$ cat src/rtl/dpsk_mod_mapper.sv
// dpsk_mod_mapper
// Differential-PSK (BPSK-DPSK) mapper placed after the NCO. One data bit is
// accepted per symbol through a valid/ready handshake, differentially encoded
// against the previous symbol phase, and used to pass the carrier through
// unchanged (phase 0) or negated with saturation (phase 1).
//
// Parameters
//   MPR  carrier / output sample width (two's complement)
//   SPS  carrier samples per symbol (2..65535)
//   CW   symbol counter width, 2^CW >= SPS
//
// Ports
//   clk, reset     clock and synchronous active-high reset
//   clken          clock enable; all registers hold while low
//   car_i          carrier sample from the NCO
//   car_valid_i    carrier sample strobe
//   bit_i          data bit
//   bit_valid_i    data bit valid
//   bit_ready_o    a bit is taken on the current sample strobe
//   dpsk_o         registered modulated sample
//   dpsk_valid_o   dpsk_o carries a modulated sample
//   sym_start_o    dpsk_o is the first sample of a symbol
//   underrun_o     sticky: a symbol boundary passed with no bit available
module dpsk_mod_mapper #(
    parameter int MPR = 10,
    parameter int SPS = 16,
    parameter int CW  = 16
) (
    input  logic           clk,
    input  logic           reset,
    input  logic           clken,
    input  logic [MPR-1:0] car_i,
    input  logic           car_valid_i,
    input  logic           bit_i,
    input  logic           bit_valid_i,
    output logic           bit_ready_o,
    output logic [MPR-1:0] dpsk_o,
    output logic           dpsk_valid_o,
    output logic           sym_start_o,
    output logic           underrun_o
);

    typedef enum logic {
        IDLE = 1'b0,
        RUN  = 1'b1
    } state_t;

    localparam logic [CW-1:0] CNT_LAST = CW'(SPS - 1);

    // Two's-complement negation clamped so the most negative code maps to
    // the most positive one instead of wrapping onto itself.
    function automatic logic signed [MPR-1:0] sat_neg(input logic signed [MPR-1:0] x);
        logic signed [MPR-1:0] most_neg;
        most_neg = {1'b1, {(MPR-1){1'b0}}};
        if (x == most_neg) begin
            sat_neg = {1'b0, {(MPR-1){1'b1}}};
        end else begin
            sat_neg = -x;
        end
    endfunction

    state_t                 state_q, state_d;
    logic [CW-1:0]          cnt_q, cnt_d;
    logic                   d_prev_q, d_prev_d;
    logic signed [MPR-1:0]  dpsk_q, dpsk_d;
    logic                   dpsk_valid_q, dpsk_valid_d;
    logic                   sym_start_q, sym_start_d;
    logic                   underrun_q, underrun_d;

    logic                   stb;
    logic                   xfer;
    logic                   d_new;
    logic                   d_cur;
    logic                   map_en;
    logic signed [MPR-1:0]  car_s;

    // cnt_q is the index of the next sample within the running symbol. It
    // wraps to 0 after the last sample, so in RUN a count of 0 marks the
    // strobe that must begin the next symbol (or fall back to IDLE).
    assign stb         = clken & car_valid_i;
    assign bit_ready_o = (state_q == IDLE) | ((state_q == RUN) & (cnt_q == '0));
    assign xfer        = stb & bit_valid_i & bit_ready_o;
    assign d_new       = bit_i ^ d_prev_q;
    assign d_cur       = xfer ? d_new : d_prev_q;
    assign car_s       = $signed(car_i);
    assign map_en      = xfer | ((state_q == RUN) & (cnt_q != '0));

    always_comb begin
        state_d      = state_q;
        cnt_d        = cnt_q;
        d_prev_d     = d_prev_q;
        dpsk_d       = dpsk_q;
        dpsk_valid_d = dpsk_valid_q;
        sym_start_d  = sym_start_q;
        underrun_d   = underrun_q;

        // Enabled cycle without a carrier sample: flags drop, data holds.
        if (clken) begin
            dpsk_valid_d = 1'b0;
            sym_start_d  = 1'b0;
        end

        if (stb) begin
            if (xfer) begin
                state_d  = RUN;
                cnt_d    = CW'(1);
                d_prev_d = d_new;
            end else if (state_q == RUN) begin
                if (cnt_q == '0) begin
                    state_d    = IDLE;
                    underrun_d = 1'b1;
                end else if (cnt_q == CNT_LAST) begin
                    cnt_d = '0;
                end else begin
                    cnt_d = cnt_q + CW'(1);
                end
            end

            if (map_en) begin
                dpsk_d       = d_cur ? sat_neg(car_s) : car_s;
                dpsk_valid_d = 1'b1;
                sym_start_d  = xfer;
            end else begin
                dpsk_d       = '0;
                dpsk_valid_d = 1'b0;
                sym_start_d  = 1'b0;
            end
        end
    end

    always_ff @(posedge clk) begin
        if (reset) begin
            state_q      <= IDLE;
            cnt_q        <= '0;
            d_prev_q     <= 1'b0;
            dpsk_q       <= '0;
            dpsk_valid_q <= 1'b0;
            sym_start_q  <= 1'b0;
            underrun_q   <= 1'b0;
        end else begin
            state_q      <= state_d;
            cnt_q        <= cnt_d;
            d_prev_q     <= d_prev_d;
            dpsk_q       <= dpsk_d;
            dpsk_valid_q <= dpsk_valid_d;
            sym_start_q  <= sym_start_d;
            underrun_q   <= underrun_d;
        end
    end

    assign dpsk_o       = dpsk_q;
    assign dpsk_valid_o = dpsk_valid_q;
    assign sym_start_o  = sym_start_q;
    assign underrun_o   = underrun_q;

endmodule

$ cat config.mk
export PLATFORM = sky130hd
export DESIGN_NAME = dpsk_mod_mapper
export DESIGN_NICKNAME = d
export VERILOG_FILES = /design/src/rtl/dpsk_mod_mapper.sv
export SDC_FILE = /design/constraint.sdc
export NUM_CORES = 1
export LEC_CHECK = 0
export BUFFER_PORTS_ARGS = -buffer_cell sky130_fd_sc_hd__buf_2
export CORE_ASPECT_RATIO = 1.5
export CORE_MARGIN = 8
export CORE_UTILIZATION = 35
export CTS_CLUSTER_SIZE = 40
export DETAILED_ROUTE_END_ITERATION = 10
export PLACE_DENSITY = 0.55
export SYNTH_ARGS = -nofsm -noshare
export SYNTH_HDL_FRONTEND = slang
export SYNTH_SLANG_ARGS = --single-unit
$ cat constraint.sdc
create_clock -name clk -period 4.2 [get_ports clk]
set_input_delay 0.42 -clock clk [delete_from_list [all_inputs] [get_ports clk]]
set_output_delay 0.42 -clock clk [all_outputs]
set_load 0.01 [all_outputs]
; Word level (Yosys, flattened, before mapping)
; Index checks and enable logic that the tools add are counted.
[word_totals]
register_bits = 31
elab_cells = 44
[classes]
bitwise_logic = 10
addsub = 2
reduce_logical = 6
n_mux = 16
n_eq_ne = 3
[op_table]
columns = operator, n
row1 = 16-bit 2-to-1 mux, 4
row2 = 10-bit 2-to-1 mux, 3
row3 = 16-bit by 1-bit adder with 16-bit output (second input constant), 1
row4 = 16-bit by 4-bit equality test with 1-bit output (second input constant), 1
row5 = 16-bit logical NOT, 1
row6 = 16-bit nonzero test, 1
row7 = 10-bit equality test (second input constant), 1
row8 = 10-bit negator, 1
row9 = 1-bit 2-to-1 mux, 9
row10 = 1-bit bitwise AND, 5
row11 = 4-bit AND reduction, 1
row12 = 2-bit nonzero test, 2
row13 = 3-bit AND reduction, 1
row14 = 2-bit inequality test (second input constant), 1
row15 = 1-bit inverter, 2
row16 = 1-bit OR, 2
row17 = 1-bit bitwise XOR, 1

; Longest topological paths before layout
; Gate-level depths: netlist of run 1.
[logic_depth]
ltp_word = 7
mapped_depth = 8

; Worst setup path after synthesis of run 1
; No wires, ideal clock.
[synth_timing]
kind = input to register
from = input car_i[0]
to = register dpsk_q[3], in the netlist dpsk_o[3]
arrival_time_ns = 2.396
setup_ns = 0.095
t_required_ns = 4.105
slack_ns = 1.708
path_buffers = 0
cell_stages = 7
cell_sequence = inv_1 -> ha_1 -> or4b_2 -> or4_1 -> nor3b_2 -> a221oi_1 -> a221oi_1
[synth_between]
elab_chain_cells = 4
word_cells_on_any_way = 5
cone_classes = add/sub: 1 / eq/ne: 1 / mux: 3
[synth_lines]
columns = element, line
row1 = "start, declared", 32  ; input logic [MPR-1:0] car_i,
row2 = 10-bit negator or 10-bit equality test (tied branches), "58, 55"
row3 = 10-bit 2-to-1 mux (*), 55  ; if (x == most_neg) begin
row4 = 10-bit 2-to-1 mux (*), 120  ; dpsk_d = d_cur ? sat_neg(car_s) : car_s;
row5 = 10-bit 2-to-1 mux (*), 119  ; if (map_en) begin
row6 = "end signal, assigned", 144  ; dpsk_q <= dpsk_d;
row7 = "end, declared", 65  ; logic signed [MPR-1:0] dpsk_q, dpsk_d;
; Mark *: on every way between the ends. The rest lies on a longest branch, timed or not.
; A chain may end at the register's enable or synchronous reset.

; Final worst setup path of run 1
[layout_timing]
from = register cnt_q[0]
to = register dpsk_q[1], in the netlist dpsk_o[1]
[layout_between]
elab_chain_cells = 7
word_cells_on_any_way = 10
cone_classes = mux: 3 / bitwise: 5 / reduce/logical: 2
[layout_lines]
columns = element, line
row1 = "start, declared", 63  ; logic [CW-1:0] cnt_q, cnt_d;
row2 = "start signal, assigned", 142  ; cnt_q <= cnt_d;
row3 = 16-bit logical NOT, 81  ; assign bit_ready_o = (state_q == IDLE) | ((state_q == RUN) & (cnt_q == '0));
row4 = 1-bit bitwise AND, 81
row5 = 1-bit OR, 81
row6 = 1-bit bitwise AND, 82  ; assign xfer = stb & bit_valid_i & bit_ready_o;
row7 = 1-bit 2-to-1 mux, n/a
row8 = 10-bit 2-to-1 mux, 120
row9 = 10-bit 2-to-1 mux (*), 119
; Marked as above.

==> results of run 1 <==
==> stage by stage <==
stage | cell area, µm² | instances | setup WS (ps) | power, mW | hold slack (ps)
4_1_cts | 1903 | 275 | 1356 | 0.6395 | 465.6
3_5_place_dp | 1803 | 267 | 1285 | 0.3764 | 451.0
2_1_floorplan | 1615 | 195 | 1708 | 0.3492 | 458.0
6_report | 1903 | 275 | 1362 | 0.6267 | 455.5
3_3_place_gp | 1803 | 267 | 1316 | 0.3765 | 438.7
5_1_grt | 1903 | 275 | 1052 | 0.6591 | 492.0
==> cell type report <==
| type | instances | area share |
|---|---|---|
| tap | 48 | 0.03156 |
| multi-input combinational | 151 | 0.4938 |
| inverter | 6 | 0.01183 |
| clock buffer | 8 | 0.05260 |
| timing repair buffer | 31 | 0.08416 |
| sequential | 31 | 0.3261 |
==> layer usage <==
metal	up-vias	track usage	wire, µm	share of wire
met5	-	0	0	0
met4	0	0.07267	123	0.030
met3	9	0.04129	264	0.064
met2	35	0.2188	2044	0.50
met1	706	0.1204	1677	0.41
li1	785	-	-	-
==> cell usage in the layout, fill, tap and decap left out, types with 2 or more instances in the layout <==
cell / n
o21ai_0: 11
nor3b_1: 2
nand2b_1: 2
a2111oi_0: 2
a21oi_1: 12
dfxtp_1: 31
a221oi_1: 10
ha_1: 3
or4_1: 6
inv_1: 6
and2_1: 2
nor4_1: 3
nand3_1: 10
nand2_1: 25
buf_2: 29
xor2_1: 9
or3_1: 3
nor3_1: 2
and3_1: 4
o31ai_1: 2
a211oi_1: 5
nor2_1: 16
nand4_1: 3
buf_4: 2
xnor2_1: 5
clkbuf_8: 7
==> sequential cells by signal, indices dropped and copies added, names as in the netlist <==
register and count:
underrun_o 1, state_q 1, dpsk_valid_o 1, d_prev_q 1, cnt_q 16, dpsk_o 10, sym_start_o 1
==> worst min-delay path by stage <==
stage	from	end	slack, ps	cells past startpoint
2_1_floorplan	state_q$_SDFFE_PP0N_	state_q$_SDFFE_PP0N_	460	2
3_3_place_gp	dpsk_o[9]$_SDFFE_PP0N_	dpsk_o[9]$_SDFFE_PP0N_	440	2
3_5_place_dp	dpsk_o[9]$_SDFFE_PP0N_	dpsk_o[9]$_SDFFE_PP0N_	450	2
4_1_cts	dpsk_o[9]$_SDFFE_PP0N_	dpsk_o[9]$_SDFFE_PP0N_	470	2
5_1_grt	dpsk_o[8]$_SDFFE_PP0N_	dpsk_o[8]$_SDFFE_PP0N_	490	2
6_report	dpsk_o[9]$_SDFFE_PP0N_	dpsk_o[9]$_SDFFE_PP0N_	460	2
==> worst max-delay path: stages, from the launching register on <==
cell	delay (ps)
dfxtp_1	360
inv_1	90
ha_1	150
or3b_2	470
o41ai_1	560
a221o_1	640
o21ai_0	150
a221oi_1	310
==> where the power goes <==
group | total, mW | switching [mW] | internal, mW
sequential | 0.305 | 0.00473 | 0.300
clock | 0.257 | 0.108 | 0.149
combinational | 0.0644 | 0.0390 | 0.0254
total | 0.627 | 0.152 | 0.475
==> cell families after synthesis <==
kind of cell,Yosys count,share of synthesized area
AO/OA/AOI/OAI,50,0.2115
flip-flops,31,0.3842
adder cells (fa/ha/maj),3,0.02324
buffers and inverters,13,0.03408
XOR/XNOR,14,0.07591
AND/OR/NAND/NOR,84,0.2711
==> impl_metrics.csv, run 1 <==
group,metric,value,unit
status,status,"complete, no violations",
sta,skew,7.589,ps
clock_tree,cts_buffers,5,
power_and_ir_drop,pwr_density_cell,329.3,nW/µm²
sta,setup_tns,0,ps
critical_path,r2r_cells,7,
die,dieArea,7090,µm²
clock_tree,post_cts_buffers,0,
sta,fin_crit_sh,0.6758,
power_and_ir_drop,ir_worst_vdd,0.0001457,V
logic_synthesis,netlist_area,1615,µm²
clock_tree,cts_tree,"yes",
finish,area_growth_syn_to_layout,17.82,%
route,num_vias,1535,
critical_path,critPathRequiredTime,4390,ps
critical_path,arrival,3030,ps
sta,timing.slew.headroom,0.2051,
clock_tree,cts_hold_buf,0,
sta,finalCriticalPeriod,2838,ps
logic_synthesis,synth.area.top_cells,"dfxtp_1 (38%), nand2_1 (5.8%), a221oi_1 (5.4%)",
finish,multi_input_area,939.7,µm²
global_route,globalRouteOverflowTotal,0,
die,start_util,0.3616,
clock_tree,insertion_delay,290,ps
clock_tree,clock_sinks,31,
critical_path,crit_fanout,20,
clock_tree,path_clk_slew,70,ps
logic_synthesis,yosysMostFrequentCell,"dfxtp_1",
logic_synthesis,avgSynthCellArea,8.284,µm²
global_route,antenna_found_initial,0,
critical_path,worstSetupStartpointType,"flip-flop",
critical_path,crit_path_start,"cnt_q[0]$_SDFFE_PP0P_",
clock_tree,cts_root_buffer,"clkbuf_8",
clock_tree,clk_path_buf_depth,2,
route,ant_nets,0,
logic_synthesis,synth_top_area_cell,"dfxtp_1",
logic_synthesis,synth_top_area_frac,0.3842,
die,die_y,99.20,µm
logic_synthesis,synth_nets,214,
sta,rsz0062_at_grt,"false",
sta,worst_pin_slew,1162,ps
sta,drv_slew,0,
clock_tree,postCtsResizedCells,0,
finish,diodes,0,
finish,drive_above_1_share,0.1938,
power_and_ir_drop,p_leak,0.7313,nW
finish,layout.nets,245,
global_route,grt_pass1_vias,1524,
global_route,grt.total_usage,0.1234,
route,wire_per_inst,14.95,µm
sta,max_freq,0.3523,GHz
clock_tree,cts_max_level,2,
finish,fillers,470,
logic_synthesis,syn_inst,195,
finish,regArea,620.6,µm²
finish,fin_util,0.4261,
placement,port_buffers,29,
worst_hold_path,hold_class,"flip-flop to flip-flop",
die,io_pins,30,
die,fp-row-count,30,
global_route,grt_max_degree,21,
logic_synthesis,synth_edf_count,0,
global_route,grt_pass1_wl,7100,µm
critical_path,crit_type,"flip-flop to flip-flop",
critical_path,endpoint,"dpsk_o[1]$_SDFFE_PP0N_",
logic_synthesis,ys_seq_area_frac,0.3842,
route,drc,0,
logic_synthesis,ys_types,40,
logic_synthesis,ys.warnings.count,0,
route,dr.pass1.iters,4,
logic_synthesis,async_flop_share,0,
critical_path,end_kind,"flip-flop",
die,core,4467,µm²
critical_path,r2r_end,"dpsk_o[1]$_SDFFE_PP0N_",
critical_path,r2r_slack,1360,ps
sta,final-setup-viol-count,0,
die,die_x,71.47,µm
placement,gp_congestion,0.7930,
route,drt_iter0_markers,100,
route,drt_wl_total,4110,µm
flow_run,maxCapViolations,0,
logic_synthesis,ys_top_cells_by_count,"dfxtp_1 (31), nand2_1 (25), nor2_1 (16)",
critical_path,r2r_start,"cnt_q[0]$_SDFFE_PP0P_",
route,avgViaCountPerCell,5.582,
placement,dp_hpwl,3088,µm
sta,hold_viol,0,
logic_synthesis,synth_seq_cells,31,
logic_synthesis,ys.flop_type,"dfxtp_1",
(Power assumes the default switching activity.)
==> inputs of run 2 (changes only) <==
Clock period 4.2 ns to 2.8 ns, I/O delays scaled along.
==> impl_metrics.csv, run 2 (synthesis gave the netlist of run 1 again) <==
group,metric,value,unit
status,status,"complete, no violations",
finish,drive_above_1_share,0.2363,
clock_tree,cts_tree,"yes",
finish,stdcell_area,1997,µm²
clock_tree,cts_hold_buf,0,
die,core,4467,µm²
global_route,antenna_found_initial,0,
critical_path,end_kind,"flip-flop",
route,num_vias,1579,
die,dieArea,7090,µm²
finish,fin_util,0.4471,
sta,hold_viol,0,
sta,timing.slew.headroom,0.6633,
global_route,grt_pass1_vias,1581,
power_and_ir_drop,pwr_density_cell,508.8,nW/µm²
clock_tree,cts_buffers,5,
sta,rsz0062_at_grt,"false",
clock_tree,cts_max_level,2,
finish,largest_reg_flops,16,
clock_tree,post_cts_buffers,0,
finish,layoutNonFillerInstCount,285,
sta,worst_hold_slack,330.6,ps
placement,placed_area,1878,µm²
global_route,grt.total_usage,0.1281,
route,drt_wl_total,4229,µm
global_route,globalRouteOverflowTotal,0,
critical_path,crit_type,"flip-flop to flip-flop",
sta,finalCriticalPeriod,2528,ps
power_and_ir_drop,ir_worst_vdd,0.0003015,V
sta,drv_slew,0,
finish,top_register,"cnt_q",
power_and_ir_drop,p_leak,0.7920,nW
die,fp-row-count,30,
route,drt_iter0_markers,79,
global_route,grt_pass1_wl,7341,µm
clock_tree,clk_path_buf_depth,2,
route,avgViaCountPerCell,5.540,
flow_run,maxCapViolations,0,
finish,layout.nets,255,
clock_tree,cts_root_buffer,"clkbuf_8",
placement,placed_cells,277,
finish,final_cell_mix,"dfxtp_1 (31), buf_2 (29), nand2_1 (25)",
placement,gp_congestion,0.8082,
route,ant_nets,0,
sta,setup_tns,0,ps
finish,area_growth_syn_to_layout,23.63,%
sta,max_freq,0.3956,GHz
die,die_x,71.47,µm
global_route,grt_max_degree,21,
route,wire_per_inst,14.84,µm
sta,worst_pin_slew,503.8,ps
clock_tree,postCtsResizedCells,0,
critical_path,worstSetupStartpointType,"flip-flop",
route,dr.pass1.iters,4,
placement,dp_slack,167.1,ps
clock_tree,clock_sinks,31,
clock_tree,path_clk_slew,70,ps
die,die_y,99.20,µm
critical_path,crit_fanout,20,
worst_hold_path,hold_class,"primary input to flip-flop",
sta,worst_slack,271.9,ps
sta,fin_crit_sh,0.9029,
finish,diodes,0,
critical_path,arrival,2740,ps
placement,dp_hpwl,3294,µm
die,start_util,0.3616,
clock_tree,insertion_delay,290,ps
finish,final_common_cell,"dfxtp_1",
power_and_ir_drop,power.total,1.016,mW
sta,final-setup-viol-count,0,
die,io_pins,30,
placement,port_buffers,29,
route,drc,0,
critical_path,critPathRequiredTime,3010,ps
sta,skew,9.493,ps
## run 2: routing by layer
layer  up-vias  global-route usage  part of all wire
met4         0             0.06319             0.026
met3         9             0.03927             0.053
met2        31              0.2273              0.51
met5         -                   0                 0
li1        804                   -                 -
met1       735              0.1316              0.41
## run 2: worst max-delay path: stages (launching register included)
cell     delay [ps]
dfxtp_1         320
inv_1            70
ha_1            140
or3b_2          490
or4_1           490
a221o_2         510
and3_1          230
o31ai_2         200
## run 2: path summary, 6_finish.rpt
| check | startpoint | end | slack [ps] | cells after the start |
|---|---|---|---|---|
| min reg2reg | dpsk_o[8]$_SDFFE_PP0N_ | dpsk_o[8]$_SDFFE_PP0N_ | 460 | 2 |
| max reg2reg | cnt_q[0]$_SDFFE_PP0P_ | dpsk_o[9]$_SDFFE_PP0N_ | 270 | 7 |
| min | car_i[9] | dpsk_o[9]$_SDFFE_PP0N_ | 330 | 3 |
| max | cnt_q[0]$_SDFFE_PP0P_ | dpsk_o[9]$_SDFFE_PP0N_ | 270 | 7 |
## run 2: final cells by class
| type | instances | area [µm²] |
|---|---|---|
| timing repair buffer | 41 | 235.2 |
| inverter | 6 | 22.52 |
| multi-input combinational | 151 | 940.9 |
| fill | 454 | 2470 |
| clock buffer | 6 | 82.58 |
| tap | 48 | 60.06 |
| clock inverter | 2 | 35.03 |
| sequential | 31 | 620.6 |
## run 2: report_power, final
part / internal, mW / switching [mW] / leakage (nW)
clock network: 0.288 / 0.170 / 0.0612
logic: 0.0413 / 0.0616 / 0.480
registers: 0.450 / 0.00526 / 0.251
